### config.mk
export PLATFORM = sky130hd
export DESIGN_NAME = keypad_matrix_scanner
export DESIGN_NICKNAME = d
export VERILOG_FILES = /design/src/rtl/keypad_matrix_scanner_pkg.sv /design/src/rtl/keypad_sync2.sv /design/src/rtl/keypad_matrix_scanner.sv
export SDC_FILE = /design/constraint.sdc
export NUM_CORES = 1
export LEC_CHECK = 0
export CORE_ASPECT_RATIO = 0.5
export CORE_UTILIZATION = 40
export DETAILED_ROUTE_END_ITERATION = 10
export PLACE_DENSITY = 0.72
export SLEW_MARGIN = 10
export SYNTH_ARGS = -nofsm -noshare
export SYNTH_HDL_FRONTEND = slang
export SYNTH_SLANG_ARGS = --single-unit
### constraint.sdc
create_clock -name clk -period 4 [get_ports clk]
set_input_delay 1 -clock clk [delete_from_list [all_inputs] [get_ports clk]]
set_output_delay 1 -clock clk [all_outputs]
set_load 0.01 [all_outputs]
### src/rtl/keypad_matrix_scanner_pkg.sv
// keypad_matrix_scanner_pkg: shared FSM encodings, key codes and {col,row}->key_code mapping
package keypad_matrix_scanner_pkg;
  typedef enum logic [1:0] {SCAN, DEBOUNCE, HELD} state_t;
  localparam logic [3:0] KEY_STAR = 4'd10;
  localparam logic [3:0] KEY_HASH = 4'd11;
  localparam logic [3:0] KEY_NONE = 4'hF;
  function automatic logic one_low(input logic [3:0] r);
    logic [3:0] a;
    a = ~r;
    return (a != 4'd0) && ((a & (a - 4'd1)) == 4'd0);
  endfunction
  function automatic logic [3:0] key_of(input logic [1:0] col, input logic [3:0] r);
    logic [1:0] row;
    row = !r[0] ? 2'd0 : !r[1] ? 2'd1 : !r[2] ? 2'd2 : 2'd3;
    return row != 2'd3 ? {2'b0, row} * 4'd3 + {2'b0, col} + 4'd1 :
           col == 2'd0 ? KEY_STAR : col == 2'd1 ? 4'd0 : KEY_HASH;
  endfunction
endpackage

### src/rtl/keypad_sync2.sv
// keypad_sync2: 4-bit two-flop synchroniser for the row returns, resets to idle (all high)
module keypad_sync2 (
  input  logic       clk,
  input  logic       clear_n,
  input  logic [3:0] d,
  output logic [3:0] q
);
  logic [3:0] s1;
  // two flop stages so downstream logic only ever sees a settled row pattern
  always_ff @(posedge clk or negedge clear_n)
    if (!clear_n) begin
      s1 <= 4'hF;
      q  <= 4'hF;
    end else begin
      s1 <= d;
      q  <= s1;
    end
endmodule

### src/rtl/keypad_matrix_scanner.sv
// keypad_matrix_scanner: scans a 4x3 keypad, debounces presses/releases, drives a one-hot digit bus
module keypad_matrix_scanner
  import keypad_matrix_scanner_pkg::*;
#(
  parameter int SCAN_DWELL      = 4,
  parameter int DEBOUNCE_CYCLES = 3
) (
  input  logic       clk,
  input  logic       clear_n,
  input  logic [3:0] row_n,
  output logic [2:0] col_n,
  output logic [9:0] keypad,
  output logic [3:0] key_code,
  output logic       key_valid
);
  localparam int DW = SCAN_DWELL > 1 ? $clog2(SCAN_DWELL) : 1;
  localparam int CW = $clog2(DEBOUNCE_CYCLES + 1);
  state_t        state, state_d;
  logic [DW-1:0] dwell, dwell_d;
  logic [CW-1:0] cnt, cnt_d, cnt_inc;
  logic [3:0]    rs, cand, cand_d, code_d, code_new;
  logic [2:0]    col_d, col_next;
  logic [1:0]    col_idx;
  logic [9:0]    keypad_d;
  logic          valid_d;
  keypad_sync2 u_sync (.clk(clk), .clear_n(clear_n), .d(row_n), .q(rs));
  assign col_next = {col_n[1:0], col_n[2]};
  assign col_idx  = col_n == 3'b110 ? 2'd0 : col_n == 3'b101 ? 2'd1 : 2'd2;
  assign cnt_inc  = cnt + CW'(1);
  assign code_new = key_of(col_idx, cand);
  // state register plus column ring, counters and registered outputs
  always_ff @(posedge clk or negedge clear_n)
    if (!clear_n) begin
      state     <= SCAN;
      dwell     <= '0;
      cnt       <= '0;
      cand      <= 4'hF;
      col_n     <= 3'b110;
      keypad    <= '0;
      key_code  <= KEY_NONE;
      key_valid <= 1'b0;
    end else begin
      state     <= state_d;
      dwell     <= dwell_d;
      cnt       <= cnt_d;
      cand      <= cand_d;
      col_n     <= col_d;
      keypad    <= keypad_d;
      key_code  <= code_d;
      key_valid <= valid_d;
    end
  // next-state: dwell/sample in SCAN, confirm candidate in DEBOUNCE, wait for stable release in HELD
  always_comb begin
    state_d  = state;
    dwell_d  = dwell;
    cnt_d    = cnt;
    cand_d   = cand;
    col_d    = col_n;
    keypad_d = keypad;
    code_d   = key_code;
    valid_d  = 1'b0;
    case (state)
      SCAN: begin
        dwell_d = dwell == DW'(SCAN_DWELL - 1) ? '0 : dwell + DW'(1);
        if (dwell == DW'(SCAN_DWELL - 1)) begin
          if (one_low(rs)) begin
            cand_d  = rs;
            cnt_d   = '0;
            state_d = DEBOUNCE;
          end else
            col_d = col_next;
        end
      end
      DEBOUNCE: begin
        if (rs != cand) begin
          state_d = SCAN;
          col_d   = col_next;
          dwell_d = '0;
        end else if (cnt_inc == CW'(DEBOUNCE_CYCLES)) begin
          state_d  = HELD;
          cnt_d    = '0;
          code_d   = code_new;
          keypad_d = code_new < 4'd10 ? 10'd1 << code_new : 10'd0;
          valid_d  = 1'b1;
        end else
          cnt_d = cnt_inc;
      end
      HELD: begin
        cnt_d = rs == 4'hF ? cnt_inc : '0;
        if (rs == 4'hF && cnt_inc == CW'(DEBOUNCE_CYCLES)) begin
          state_d  = SCAN;
          cnt_d    = '0;
          dwell_d  = '0;
          col_d    = col_next;
          keypad_d = '0;
          code_d   = KEY_NONE;
        end
      end
      default: state_d = SCAN;
    endcase
  end
endmodule

==> flow_summary.yaml, run 1 <==
status:
  status: "complete, no violations"
worst_setup_path:
  critPathKind: "reg -> reg"
  timing.rr.start: "cand[2]"
  cp-start-kind: "flip-flop"
  cp_max_fo: 4
  arrival_ns: 3.23
  endpoint_kind: "flip-flop"
  required_ns: 4.19
  crit_path_start: "cand[2]"
power:
  total_power_mw: 1.56
  power_density_mw_per_mm2: 679
  peakVddDrop_uv: 294
  p_leak_nw: 0.988
logic_synthesis:
  synth_xor_area_share_pct: 3.22
  yosysTopAreaCell: "dfstp_2"
  async_flop_share_pct: 100
  yosysUniqueCellTypes: 43
  synth_edf_count: 0
  synth_top_area_share_pct: 24.8
  ys_seq_area_share_pct: 48.5
  synth_ff_type: "dfstp_2"
  ys_warn_count: 0
  synth.avg_cell_area_um2: 11.2
  ys_seq_elements: 36
  synth.cell_area_mm2: 0.00191
  synthMuxAreaShare_pct: 6.89
  synth_fa_ha_area_share_pct: 9.98
  synth_area_leaders: "dfstp_2, dfrtp_1, ha_1"
  synth_top_family_by_area: "compound AO/OA/AOI/OAI gates"
  synthesis.nets: 190
  synthSimpleGateAreaFrac_pct: 13.0
  synth_compound_gate_area_share_pct: 14.1
  netlist_instances: 170
drt:
  drt_first_pass_iters: 4
  drcViolationCount: 0
  via_per_inst: 5.13
  drt-initial-drc-count: 68
  num_vias: 1345
  post_drt_wl_per_cell_um: 13.5
  routed_wl_mm: 3.54
  postRouteAntennaNets: 0
floorplan:
  ios: 24
  initial_utilization_pct: 42.5
  die_area_mm2: 0.00506
  fp-row-count: 17
  die_x_um: 99.6
  die_y_um: 50.8
  coreArea_mm2: 0.00449
place:
  place.gp.congestion: 0.793
  dp_slack_ns: 0.943
  io_buffers: 23
  place_hpwl_mm: 2.48
  placed_cells: 254
  placed_area_mm2: 0.00219
timing:
  setup_viol: 0
  fmax_mhz: 328
  rsz0062_at_grt: "false"
  finalCritPeriodShare_pct: 76.2
  period_needed_ns: 3.05
  finalHoldViolations: 0
  setup_ws_ns: 0.953
  slew_headroom_pct: 47.3
  timing.setup.tns_ns: 0
  slew_viol_final: 0
  fin_hold_ws_ns: 0.352
  finClkSkew_ns: 0.00621
  tightest_slew_ns: 0.791
cells_and_area:
  fin_util_pct: 51.1
  antenna_cells: 0
  drive_above_1_share_pct: 19.9
  area_growth_pct: 20.4
  layout.cells.non_filler: 262
  layout.nets: 215
  fin_area_mm2: 0.00229
job:
  cap_violations: 0
global_route:
  grt_pass1_wl_mm: 6.02
  grt_pass1_vias: 1316
  grt_antenna_before_repair: 0
  grt_overflow_total: 0
  grt_start_max_net_pins: 37
  grt_usage_pct: 16.1
worst_hold_path:
  hp-start: "u_sync.s1[2]"
  hp-class: "reg -> reg"
clocking:
  cts-hold-fix-buffers: 0
  cts_root_buffer: "clkbuf_8"
  numCtsBuffers: 5
  cts.clk_slew.worst_paths_ns: 0.08
  cts_htree_levels: 2
  cts_tree: "built"
  post-cts-setup-buffers: 0
  clk_latency_ns: 0.29
  cts.sinks: 36
  clk_path_buf_depth: 2
  cts_resized: 0
## cells in the final DEF (no fill, tap or decap), types with 2 or more instances in the layout
master | synthesis | layout
dfrtp_1 | 18 | 18
fa_1 | 2 | 2
and3_1 | 2 | 2
nand4b_1 | 2 | 2
a21o_1 | 2 | 2
nand3b_1 | 2 | 2
a211o_1 | 2 | 2
clkbuf_8 | 0 | 5
or3_1 | 2 | 2
o31ai_1 | 4 | 4
clkdlybuf4s50_1 | 0 | 23
nand2_1 | 20 | 20
nor2b_1 | 2 | 2
and2_1 | 3 | 3
o21ai_0 | 9 | 9
nor3_1 | 4 | 4
mux2_2 | 9 | 9
o41ai_1 | 5 | 5
xor2_1 | 2 | 2
mux2i_1 | 3 | 3
inv_1 | 12 | 12
ha_1 | 12 | 12
a21boi_0 | 2 | 2
a21oi_1 | 2 | 2
nor2_1 | 5 | 5
xnor2_1 | 5 | 5
dfstp_2 | 18 | 18
## flip-flops by register name, summed over array words and instances, names as in the netlist, 2 cells and up
signal,cells
state,2
cand,4
key_code,4
u_sync.s1,4
cnt,2
dwell,2
keypad,10
col_n,3
u_sync.q,4
## synth_stat cells (all sizes together), types with 2 or more instances
library cell and number:
a211o 2, a211oi 2, a21boi 3, a21o 2
a21oi 2, and2 3, and3 2, buf 3
clkbuf 3, dfrtp 18, dfstp 18, fa 2
ha 12, inv 12, mux2 9, mux2i 3
nand2 20, nand3b 2, nand4b 2, nor2 5
nor2b 2, nor3 4, o21ai 9, o31ai 4
o41ai 5, or3 2, xnor2 5, xor2 2
## worst paths after layout
kind	to	slack [ns]	cells after the start
min reg2reg	u_sync.q[2]	0.35	0
max	keypad[6]	0.95	9
max in group asynchronous	key_code[3]	2.52	2
min in group asynchronous	dwell[0]	1.12	2
min	u_sync.q[2]	0.35	0
max reg2reg	keypad[6]	0.95	9
## routing by layer
metal	up-vias	global-route usage, %	part of all wire (%)
met1	662	19.7	48
li1	651	-	-
met2	28	26.2	46
met3	4	5.85	4.0
met5	-	0	0
met4	0	6.62	1.6
## power breakdown
group          switching (mW)  total [mW]  internal [mW]  leakage, nW
combinational           0.377       0.700          0.324        0.500
clock                   0.135       0.321          0.185       0.0552
sequential             0.0584       0.536          0.478        0.433
total                   0.571        1.56          0.987        0.988
## worst max-delay path: stages, from the launching register on
cell and delay (ns):
dfstp_2 0.54, inv_1 0.04, a21boi_0 0.40, fa_1 0.50, ha_1 0.29, a21o_1 0.17
a211oi_2 0.24, inv_1 0.08, or3_1 0.42, o41ai_1 0.25
## kinds of logic (layout without fill, tap and decap cells)
group	count (synthesis)	count (layout)
multiplexers	12	12
XOR/XNOR	7	7
AO/OA/AOI/OAI	36	36
AND/OR/NAND/NOR	47	47
buffers and inverters	18	44
adder cells (fa/ha/maj)	14	14
flip-flops	36	36
## area by class of cell
type / instances / area, um^2
Tap cell: 66 / 82.6
Clock inverter: 2 / 35.0
Inverter: 12 / 45.0
Sequential cell: 36 / 923
Multi-Input combinational cell: 116 / 898
Timing Repair Buffer: 24 / 238
Fill cell: 402 / 2190
Clock buffer: 6 / 72.6
No activity file was read; power rests on OpenSTA's default activity.
==> run 2, diff against run 1 <==
Settings changed: PLACE_DENSITY 0.72 to 0.74.
Clock period 4 ns to 2.5 ns, I/O delays scaled along.
==> run 2 against run 1 <==
  * Clock-buffer cell count up 2
  * Final area is 10% higher
  * Critical path depth did not move
  * Worst setup slack worse by 1.2 ns
  * Cell count increased by 8.8%
  * Die area is the same
  * Sequential cell count is the same
  * Core utilization increased by 5.1 points
  * The run now ends with setup timing left
  * Combinational power up 120%
  * First-iteration DRC count fell by 15%
==> flow_summary.yaml, run 2 (synthesis results as in run 1) <==
drt:
  postRouteAntennaNets: 0
  num_vias: 1418
  post_drt_wl_per_cell_um: 14.0
  routed_wl_mm: 4.00
  drcViolationCount: 0
  drt_first_pass_iters: 4
  via_per_inst: 4.98
  drt-initial-drc-count: 58
clocking:
  clk_latency_ns: 0.29
  cts_tree: "built"
  cts.sinks: 36
  numCtsBuffers: 5
  clk_path_buf_depth: 2
  cts_htree_levels: 2
  cts-hold-fix-buffers: 0
  cts.clk_slew.worst_paths_ns: 0.07
  cts_root_buffer: "clkbuf_8"
worst_setup_path:
  path_cells: "xor2_2, nand2_1, fa_1, ha_1, a21o_1, a211oi_2, inv_1, or3_4, o31ai_1"
  arrival_ns: 2.96
  cp_top_family: "adder cells"
  max_stage_delay_ns: 0.55
  cp-start-kind: "flip-flop"
  critPathKind: "reg -> reg"
  endpoint_kind: "flip-flop"
  required_ns: 2.69
  crit_buf_inv: 1
  slowest_stage: "dfstp_2"
  cp_max_fo: 4
floorplan:
  coreArea_mm2: 0.00449
  die_x_um: 99.6
  ios: 24
  die_y_um: 50.8
  die_area_mm2: 0.00506
  fp-row-count: 17
  initial_utilization_pct: 42.5
worst_hold_path:
  hp-class: "reg -> reg"
place:
  io_buffers: 23
  placed_cells: 274
  dp_slack_ns: -0.266
  place.gp.congestion: 0.809
  place_hpwl_mm: 2.80
  placed_area_mm2: 0.00238
cells_and_area:
  fin_area_mm2: 0.00252
  drive_above_1_share_pct: 32.9
  layout.cells.non_filler: 285
  final_cell_mix: "clkdlybuf4s50_1, buf_4, nand2_1, dfstp_2, dfrtp_1"
  layout.nets: 238
  largest_register: "keypad"
  area_growth_pct: 32.4
  antenna_cells: 0
  largest_register_ffs: 10
timing:
  tightest_slew_ns: 0.725
  slew_headroom_pct: 51.7
  finClkSkew_ns: 0.00364
  finalHoldViolations: 0
  setup_viol: 10
  rsz0062_at_grt: "true"
  setup_ws_ns: -0.271
  finalCritPeriodShare_pct: 111
  slew_viol_final: 0
  fmax_mhz: 361
  period_needed_ns: 2.77
power:
  p_leak_nw: 1.12
  p_clk_share_pct: 15.3
  peakVddDrop_uv: 556
  p_int_mw: 1.75
  seq_power_share_pct: 30.6
  p_sw_share_pct: 37.3
  pwr-share-comb_pct: 54.1
  p_sw_mw: 1.04
  power_density_mw_per_mm2: 1110
global_route:
  grt_start_max_net_pins: 37
  grt_antenna_before_repair: 0
  grt_pass1_vias: 1504
  grt_pass1_wl_mm: 6.98
  grt_usage_pct: 18.5
  grt_overflow_total: 0
status:
  violations: "setup timing"
  status: "finished with violations"
job:
  cap_violations: 0
run 2: changes by cell type in the layout (fill, tap and decap cells not counted), moves of 2 or more:
| cell | change |
|---|---|
| a21oi_1 | -2 |
| a21oi_2 | +2 |
| buf_4 | +22 |
| o21ai_0 | -4 |
| o21ai_1 | +4 |
| o41ai_1 | -3 |
| o41ai_2 | +3 |
| xor2_1 | -2 |
| xor2_2 | +2 |
run 2: timing repair:
action,in CTS,in global routing
hold endpoints to repair,0,0
pin swaps,2,3
resized for setup,4,6
cloned,0,0
setup endpoints to repair,10,13
setup buffers,3,2
run 2: area by class of cell:
type / count / area [um^2]
Clock buffer: 8 / 90.1
Fill cell: 386 / 1960
Inverter: 12 / 45.0
Multi-Input combinational cell: 116 / 968
Sequential cell: 36 / 923
Tap cell: 66 / 82.6
Timing Repair Buffer: 47 / 414
run 2: final timing paths:
path / endpoint / slack (ns) / start / cells after the start
setup / recovery: keypad[4] / -0.27 / col_n[1] / 9
hold / removal: u_sync.q[0] / 0.36 / u_sync.s1[0] / 0
setup reg to reg: keypad[4] / -0.27 / col_n[1] / 9
hold reg to reg: u_sync.q[0] / 0.36 / u_sync.s1[0] / 0
max in group asynchronous: u_sync.s1[0] / 1.39 / clear_n / 2
min in group asynchronous: keypad[5] / 0.76 / clear_n / 2
run 2: stage by stage:
| step | hold slack [ns] | util [%] | setup TNS (ns) | total power, mW |
|---|---|---|---|---|
| after CTS | 0.357 | 55.9 | -1.99 | 2.77 |
| final | 0.356 | 56.2 | -2.02 | 2.79 |
| after global placement | 0.346 | 53.0 | -1.36 | 2.22 |
| after detailed placement | 0.347 | 53.0 | -2.01 | 2.28 |
| after global routing | 0.360 | 56.2 | -3.47 | 3.01 |
| after floorplan | 0.329 | - | -1.16 | 1.73 |
run 2: power groups by stage:
stage,Clock (mW),Combinational (mW),Sequential [mW]
2_1_floorplan,0,0.845,0.884
3_3_place_gp,0,1.37,0.854
3_5_place_dp,0,1.42,0.863
4_1_cts,0.442,1.47,0.855
5_1_grt,0.470,1.67,0.872
6_report,0.427,1.51,0.855
run 2: layer usage:
layer	vias up	wire length (um)	track usage, %
met5	-	0	0
met4	0	74	5.88
met3	11	123	6.27
met2	20	1880	30.9
met1	691	1920	22.8
li1	696	-	-
==> run 3, diff against run 2 <==
Settings changed: REMOVE_ABC_BUFFERS set to 1, TNS_END_PERCENT set to 1.
==> run 3 against run 2 <==
  * The flow still finishes with violations (setup timing)
  * Clock power up 26%
  * Die area unchanged
  * First-iteration DRC count down 47%
  * Sequential cell count unchanged
  * Combinational power up 4%
  * Power up 6.1%
  * Critical path depth unchanged
  * Cell count unchanged
  * Largest power group unchanged
  * Highest routed layer unchanged
==> flow_summary.yaml, run 3 (synthesis results as in run 1) <==
global_route:
  grt_busiest_layer: "met2"
  grt_antenna_before_repair: 0
  grt_pass1_wl_mm: 6.51
  grt_util_met1_pct: 20.5
  grt_use_met3_pct: 3.76
  grt_start_max_net_pins: 37
  grt_usage_pct: 16.8
  grt_pass1_vias: 1410
  met2_usage_pct: 29.7
  grt_overflow_total: 0
power:
  peakVddDrop_uv: 429
  p_int_mw: 1.88
  seq_power_share_pct: 28.8
  total_power_mw: 2.96
  p_sw_share_pct: 36.6
  pwr-share-comb_pct: 53.1
  p_clk_share_pct: 18.1
  power_density_mw_per_mm2: 1160
  p_leak_nw: 1.13
  p_sw_mw: 1.08
worst_setup_path:
  cp-start-kind: "flip-flop"
  endpoint_kind: "flip-flop"
  r2r_slack_ns: -0.27
  arrival_ns: 2.98
  cp_max_fo: 3
  critPathKind: "reg -> reg"
  r2r_end: "keypad[2]"
  required_ns: 2.71
  timing.rr.start: "col_n[1]"
  reg2reg_depth: 9
place:
  placed_area_mm2: 0.00234
  placed_cells: 275
  dp_slack_ns: -0.395
  io_buffers: 23
  place_hpwl_mm: 2.69
  place.gp.congestion: 0.800
clocking:
  clk_latency_ns: 0.30
  cts-hold-fix-buffers: 0
  cts.clk_slew.worst_paths_ns: 0.08
  numCtsBuffers: 5
  clk_path_buf_depth: 2
  cts.sinks: 36
  cts_tree: "built"
  cts_htree_levels: 2
  cts_root_buffer: "clkbuf_8"
cells_and_area:
  largest_register_ffs: 10
  area_growth_pct: 33.9
  fill_cells: 392
  layout.cells.non_filler: 285
  layout.nets: 238
  fin_area_mm2: 0.00255
  final_cell_mix: "buf_4, clkdlybuf4s50_1, nand2_1, dfstp_2, dfrtp_1"
  drive_above_1_share_pct: 34.7
  final_common_cell: "buf_4"
  antenna_cells: 0
  fin_util_pct: 56.9
  largest_register: "keypad"
drt:
  drcViolationCount: 0
  postRouteAntennaNets: 0
  drt-initial-drc-count: 31
  routed_wl_mm: 3.83
  post_drt_wl_per_cell_um: 13.4
  num_vias: 1441
  via_per_inst: 5.06
  drt_first_pass_iters: 4
worst_hold_path:
  hold_depth: 0
  hold_path_end: "u_sync.q[1]"
  hp-class: "reg -> reg"
  hp-start: "u_sync.s1[1]"
timing:
  period_needed_ns: 2.77
  fin_hold_ws_ns: 0.359
  slew_headroom_pct: 46.1
  setup_viol: 10
  rsz0062_at_grt: "true"
  finalHoldViolations: 0
  fmax_mhz: 361
  finClkSkew_ns: 0.00716
  setup_ws_ns: -0.273
  finalCritPeriodShare_pct: 111
  timing.setup.tns_ns: -2.11
  tightest_slew_ns: 0.808
  slew_viol_final: 0
floorplan:
  die_area_mm2: 0.00506
  die_y_um: 50.8
  fp-row-count: 17
  die_x_um: 99.6
  initial_utilization_pct: 42.5
  coreArea_mm2: 0.00449
  ios: 24
status:
  violations: "setup timing"
  status: "finished with violations"
job:
  cap_violations: 0
-- run 3: how the worst max path moves through the flow --
stage | start | to | depth (start not counted)
3_5_place_dp | col_n[1] | keypad[2] | 9
2_1_floorplan | cand[2] | keypad[6] | 9
4_1_cts | col_n[1] | keypad[2] | 9
5_1_grt | col_n[1] | keypad[2] | 9
3_3_place_gp | col_n[1] | keypad[2] | 9
6_report | col_n[1] | keypad[2] | 9
-- run 3: power groups by stage --
stage	clock (mW)	sequential [mW]	combinational [mW]
floorplan	0	0.882	0.760
global placement	0	0.849	1.29
detailed placement	0	0.864	1.34
CTS	0.548	0.856	1.52
global route	0.571	0.875	1.71
finish	0.537	0.853	1.57
-- run 3: final cells by class --
type | count | area, um^2 | area share [%]
Clock inverter | 3 | 46.3 | 1.81
Multi-Input combinational cell | 116 | 976 | 38.2
Inverter | 12 | 45.0 | 1.76
Tap cell | 66 | 82.6 | 3.24
Timing Repair Buffer | 47 | 410 | 16.1
Clock buffer | 5 | 68.8 | 2.70
Sequential cell | 36 | 923 | 36.2
-- run 3: repair_timing --
action / CTS / global route
cloned: 0 / 0
setup endpoints to repair: 11 / 13
resized for setup: 8 / 7
buffers inserted: 2 / 0
pin swaps: 5 / 1
-- run 3: metal layers --
layer	share of wire [%]	wire length, um
met2	51	1940
met5	0	0
met1	44	1700
met4	1.4	54
met3	3.6	139
-- run 3: worst max-delay path: stages (launching register included) --
cell	delay, ns
dfstp_2	0.55
xor2_2	0.15
nand2_1	0.08
fa_1	0.46
ha_1	0.29
a21o_1	0.18
a211oi_2	0.24
nand2_1	0.15
or3_4	0.38
o31ai_4	0.21
